### config.mk
export PLATFORM = sky130hd
export DESIGN_NAME = cpu_datapath
export DESIGN_NICKNAME = d
export VERILOG_FILES = /design/src/rtl/cpu_datapath.sv
export SDC_FILE = /design/constraint.sdc
export NUM_CORES = 1
export LEC_CHECK = 0
export CAP_MARGIN = 40
export CORE_ASPECT_RATIO = 1.75
export CORE_MARGIN = 2
export CORE_UTILIZATION = 40
export DETAILED_ROUTE_END_ITERATION = 10
export GPL_TIMING_DRIVEN = 0
export SLEW_MARGIN = 5
export SYNTH_ARGS = -nofsm -noshare
export SYNTH_HDL_FRONTEND = slang
export SYNTH_SLANG_ARGS = --single-unit
### constraint.sdc
create_clock -name clock -period 4.65 [get_ports clock]
set_input_delay 0.93 -clock clock [delete_from_list [all_inputs] [get_ports clock]]
set_output_delay 0.93 -clock clock [all_outputs]
set_load 0.02 [all_outputs]
### src/rtl/cpu_datapath.sv
// cpu_datapath: datapath stage driven by the instruction control unit.
// Holds the instruction register, 2-bit step counter, general registers
// R0-R7, operand register A, result register G with carry/zero flags, the
// ALU and the shared bus multiplexer.
//
// Ports:
//   clock, reset      rising-edge clock, synchronous active-high reset
//   run               step counter advance enable
//   DIN               external data / instruction input
//   IRin, clear       IR load strobe; end-of-instruction (zero counter, fetch IR)
//   Rout, Rin         bus source register index; register write enables
//   Ain, Gin, Gout    load A; load G and flags; drive G onto the bus
//   DINout            drive DIN onto the bus
//   alu_op            00 pass, 01 add, 10 sub, 11 pass
//   IR, counter       registered instruction and step count to the control unit
//   bus               current bus value (combinational)
//   carry, zero       flags captured with the last Gin
//   dbg_sel, dbg_reg  combinational debug read of R[dbg_sel]
module cpu_datapath #(
    parameter int unsigned DATA_W = 9,
    parameter int unsigned IR_W   = 9
) (
    input  logic              clock,
    input  logic              reset,
    input  logic              run,
    input  logic [DATA_W-1:0] DIN,
    input  logic              IRin,
    input  logic              clear,
    input  logic [2:0]        Rout,
    input  logic [7:0]        Rin,
    input  logic              Ain,
    input  logic              Gin,
    input  logic              Gout,
    input  logic              DINout,
    input  logic [1:0]        alu_op,
    output logic [IR_W-1:0]   IR,
    output logic [1:0]        counter,
    output logic [DATA_W-1:0] bus,
    output logic              carry,
    output logic              zero,
    input  logic [2:0]        dbg_sel,
    output logic [DATA_W-1:0] dbg_reg
);

    localparam int unsigned NUM_REGS = 8;

    localparam logic [1:0] ALU_PASS = 2'b00;
    localparam logic [1:0] ALU_ADD  = 2'b01;
    localparam logic [1:0] ALU_SUB  = 2'b10;

    logic [DATA_W-1:0] regs [NUM_REGS];
    logic [DATA_W-1:0] a_reg;
    logic [DATA_W-1:0] g_reg;

    // One extra bit holds the carry out of an add or the borrow of a subtract.
    logic [DATA_W:0]   alu_wide;
    logic [DATA_W-1:0] alu_result;
    logic              alu_carry;

    // Bus source priority: DIN, then G, then the selected register.
    always_comb begin
        bus = regs[Rout];
        if (DINout) begin
            bus = DIN;
        end else if (Gout) begin
            bus = g_reg;
        end
    end

    assign dbg_reg = regs[dbg_sel];

    // ALU on A and the bus; reserved opcode behaves as pass.
    always_comb begin
        alu_wide = {1'b0, bus};
        case (alu_op)
            ALU_ADD:  alu_wide = {1'b0, a_reg} + {1'b0, bus};
            ALU_SUB:  alu_wide = {1'b0, a_reg} - {1'b0, bus};
            ALU_PASS: alu_wide = {1'b0, bus};
            default:  alu_wide = {1'b0, bus};
        endcase
    end

    // For a subtract the top bit of the wide difference is set exactly when A < bus.
    assign alu_result = alu_wide[DATA_W-1:0];
    assign alu_carry  = alu_wide[DATA_W];

    // General registers: every enabled register samples the pre-edge bus.
    always_ff @(posedge clock) begin
        if (reset) begin
            for (int i = 0; i < NUM_REGS; i++) begin
                regs[i] <= '0;
            end
        end else begin
            for (int i = 0; i < NUM_REGS; i++) begin
                if (Rin[i]) begin
                    regs[i] <= bus;
                end
            end
        end
    end

    // Operand register A.
    always_ff @(posedge clock) begin
        if (reset) begin
            a_reg <= '0;
        end else if (Ain) begin
            a_reg <= bus;
        end
    end

    // Result register G and flags, captured together.
    always_ff @(posedge clock) begin
        if (reset) begin
            g_reg <= '0;
            carry <= 1'b0;
            zero  <= 1'b0;
        end else if (Gin) begin
            g_reg <= alu_result;
            carry <= alu_carry;
            zero  <= (alu_result == '0);
        end
    end

    // Step counter: clear beats run; wraps naturally at 2 bits.
    always_ff @(posedge clock) begin
        if (reset) begin
            counter <= 2'd0;
        end else if (clear) begin
            counter <= 2'd0;
        end else if (run) begin
            counter <= counter + 2'd1;
        end
    end

    // Instruction register: loaded on explicit strobe or end-of-instruction fetch.
    always_ff @(posedge clock) begin
        if (reset) begin
            IR <= '0;
        end else if (IRin || clear) begin
            IR <= IR_W'(DIN);
        end
    end

endmodule

==> results.md <==
* Status: complete, no violations
* Final HPWL DP at 12.3 mm
* WL final at 16.6 mm
* Die area at 15300 um^2
* Setup Skew at 0.00691 ns
* H-tree levels at 3
* Period utilisation layout at 97.3%
* Post-DRT Antenna Nets at 0
* Distinct cells, synth at 50
* CP max stage cell: clkdlybuf4s50_1
* Asr flop ratio synth at 0%
* Synth-to-Final Area Change at 19.1%
* WHS Path Cells at 2
* Pre-Repair DR Iteration Count at 4
* Share of layout cells above drive strength 1 at 17.1%
* Clock tree buffer depth at 2
* Arr. time, crit path at 3.60 ns
* RSZ-0062 raised after global routing: no
* Dominant cells by area after synthesis: edfxtp_1 (38%), mux4_2 (13%), dfxtp_1 (11%), and3_1 (5.3%), mux2i_1 (3.2%)
* Hold Vio Cnt, Final at 0
* Cell Pwr Density at 361 nW/um^2
* Setup CP Type: in -> out
* Post-CTS Setup Inserts at 0
* Cell depth of the worst setup path at 7
* CTS tree: done
* GRT overflow at 0
* CP bufs+invs at 5
* Initial antenna violation count at 0
* Final min period at 4.53 ns
* Vias at 4129
* Synth top area share at 37.9%
* ANT cells at 0
* Max stage delay on crit path at 0.65 ns
* Max cap viols at 0
* Post-layout nets at 581
* YS warnings at 0
* CTS Hold Bufs at 0
* Clock Latency Late Sink at 0.35 ns
* GR Util All Layers at 22.9%
* Crit path required time at 3.72 ns
* Util after Layout at 48.9%
* Critical path capture point type: primary output
* Post-Syn Area per Cell at 12.2 um^2
* HP Start: IR[6]
* Sink Count at 103
* Vias in the first global route at 4315
* Crit-path max FO at 10
* Largest net degree at the start of global routing at 17
* EDFF count, synth at 72
* Hold Path Class: reg -> reg
* RR Endpoint: zero
* Leading area contributor after synthesis: edfxtp_1
* Fmax achieved at 221 MHz
* Biggest register: regs
* VDD IR max at 0.000213 V
* Root Buffer: clkbuf_16
* Num CTS Buffers at 9
* Least-Margin Pin Slew at 0.754 ns
* Top_reg_cell synth: edfxtp_1
* Cell count after synthesis at 468
* Max reg flops at 72
* Reg-to-reg setup timing slack at 0.69 ns
* Register area share after synthesis at 48.7%
* IO Port Bufs at 55
* Drc violations at 0
* Post-synth net total at 514
* FF-to-FF path depth at 14
* Synth Cell Area at 5710 um^2
* Final WS setup at 0.124 ns
* Final setup vio count at 0
* Die Ht at 162 um
* Ports at 65
* Site Rows at 57
* First-pass GRT wire length at 25.1 mm
* Placed Area at 6490 um^2
* Placeable Area at 13900 um^2
* LEAKAGE at 2.73 nW
* Initial Util at 41.1%
* Die X at 94.3 um
* Initial DRC Count at 315
* Yosys reg bits at 103
* Drt wl/cell at 23.2 um
* Relative slew slack at 49.7%
* Synth cell count leaders: edfxtp_1 (72), and3_1 (48), nor2_1 (34)
* CP top delay family: buffers and inverters
* GP Congestion at 0.849
* Design Area, Final at 6810 um^2
* Overall Power at 2.46 mW
* Hold_ws at 0.453 ns
* Count leader, synth: edfxtp_1
* Critical-path cell list: clkdlybuf4s50_1, buf_2, clkbuf_2, nor3b_1, a221oi_1, clkbuf_2, clkdlybuf4s50_1
* Dpl ws at -0.402 ns
* Clk slew on worst S/H paths at 0.07 ns
* Worst r2r src: regs[4][1]
* CP startpoint kind: input pin
* Via density at 5.77
* Count of final max-slew check failures at 0
* Hold Path Sink: IR[6]
-- how the worst max path moves through the flow --
stage / startpoint / end / slack (ns)
finish: DINout / bus[7] / 0.12
global route: DINout / bus[7] / 0.02
CTS: DINout / bus[8] / -0.005
detailed placement: Rout[1] / carry / -0.40
global placement: Rout[1] / carry / -0.44
floorplan: Rout[0] / carry / 0.53
-- repair_timing --
item / in CTS / in global routing
resized for setup: 8 / 7
setup endpoints to repair: 5 / 6
cloned: 0 / 0
-- layer usage --
layer / vias to the layer above / GRT usage [%] / wire [um]
met5: - / 0 / 0
met4: 0 / 11.4 / 702
met3: 48 / 2.37 / 740
met2: 122 / 43.0 / 9590
met1: 2060 / 24.8 / 5560
li1: 1899 / - / -
-- power breakdown --
group	switching (mW)	internal, mW
sequential	0.0395	1.06
clock	0.336	0.413
combinational	0.336	0.271
total	0.711	1.75
-- final cells by class --
class                   count  area (um^2)
clock buffers               9          225
repair buffers             56          562
flip-flops and latches    103         2780
well taps                 177          221
inverters                  17         65.1
plain buffers              38          188
fillers                  1296         7100
multi-input cells         310         2700
clock inverters             6         58.8
-- worst reg2reg max path, delay by kind of cell, from the launching register on --
family	cells	cell delay (ns)
and+or+nand+nor	2	0.24
AOI/OAI and AO/OA	6	1.13
muxes	3	1.20
DFF	1	0.44
xor gates and xnor gates	1	0.23
buffers and inverters	1	0.21
adders and majority gates	1	0.43
-- metrics by stage --
step                      TNS [ns]  std cells
after global placement       -2.53        700
after global routing             0        716
after floorplan                  0        468
final                            0        716
after CTS                 -0.00514        716
after detailed placement     -2.42        701
-- placed cells by master, fill, tap and decap left out, types with 6 or more instances in the layout --
master	netlist	final
nor3b_1	7	7
mux2i_1	18	17
or2_2	8	8
a211oi_1	7	7
nand2_1	23	23
nor2_1	34	34
ha_1	11	11
o21ai_0	17	16
edfxtp_1	72	72
a21oi_1	19	18
and2_1	12	12
buf_2	7	6
and3_1	48	48
xnor2_1	12	12
mux4_2	33	33
clkdlybuf4s50_1	0	55
clkbuf_1	24	19
clkbuf_16	0	9
inv_1	16	16
dfxtp_1	31	31
mux2_2	10	10
-- cells by family after synthesis --
kind of cell               Yosys count  synth area share (%)
AOI/OAI and AO/OA                   69                  8.19
xor gates and xnor gates            17                  2.61
adders and majority gates           12                  2.76
buffers and inverters               55                  4.25
DFF                                103                  48.7
muxes                               64                  19.5
and+or+nand+nor                    148                  14.0
Power figures use the tool's default switching activity.
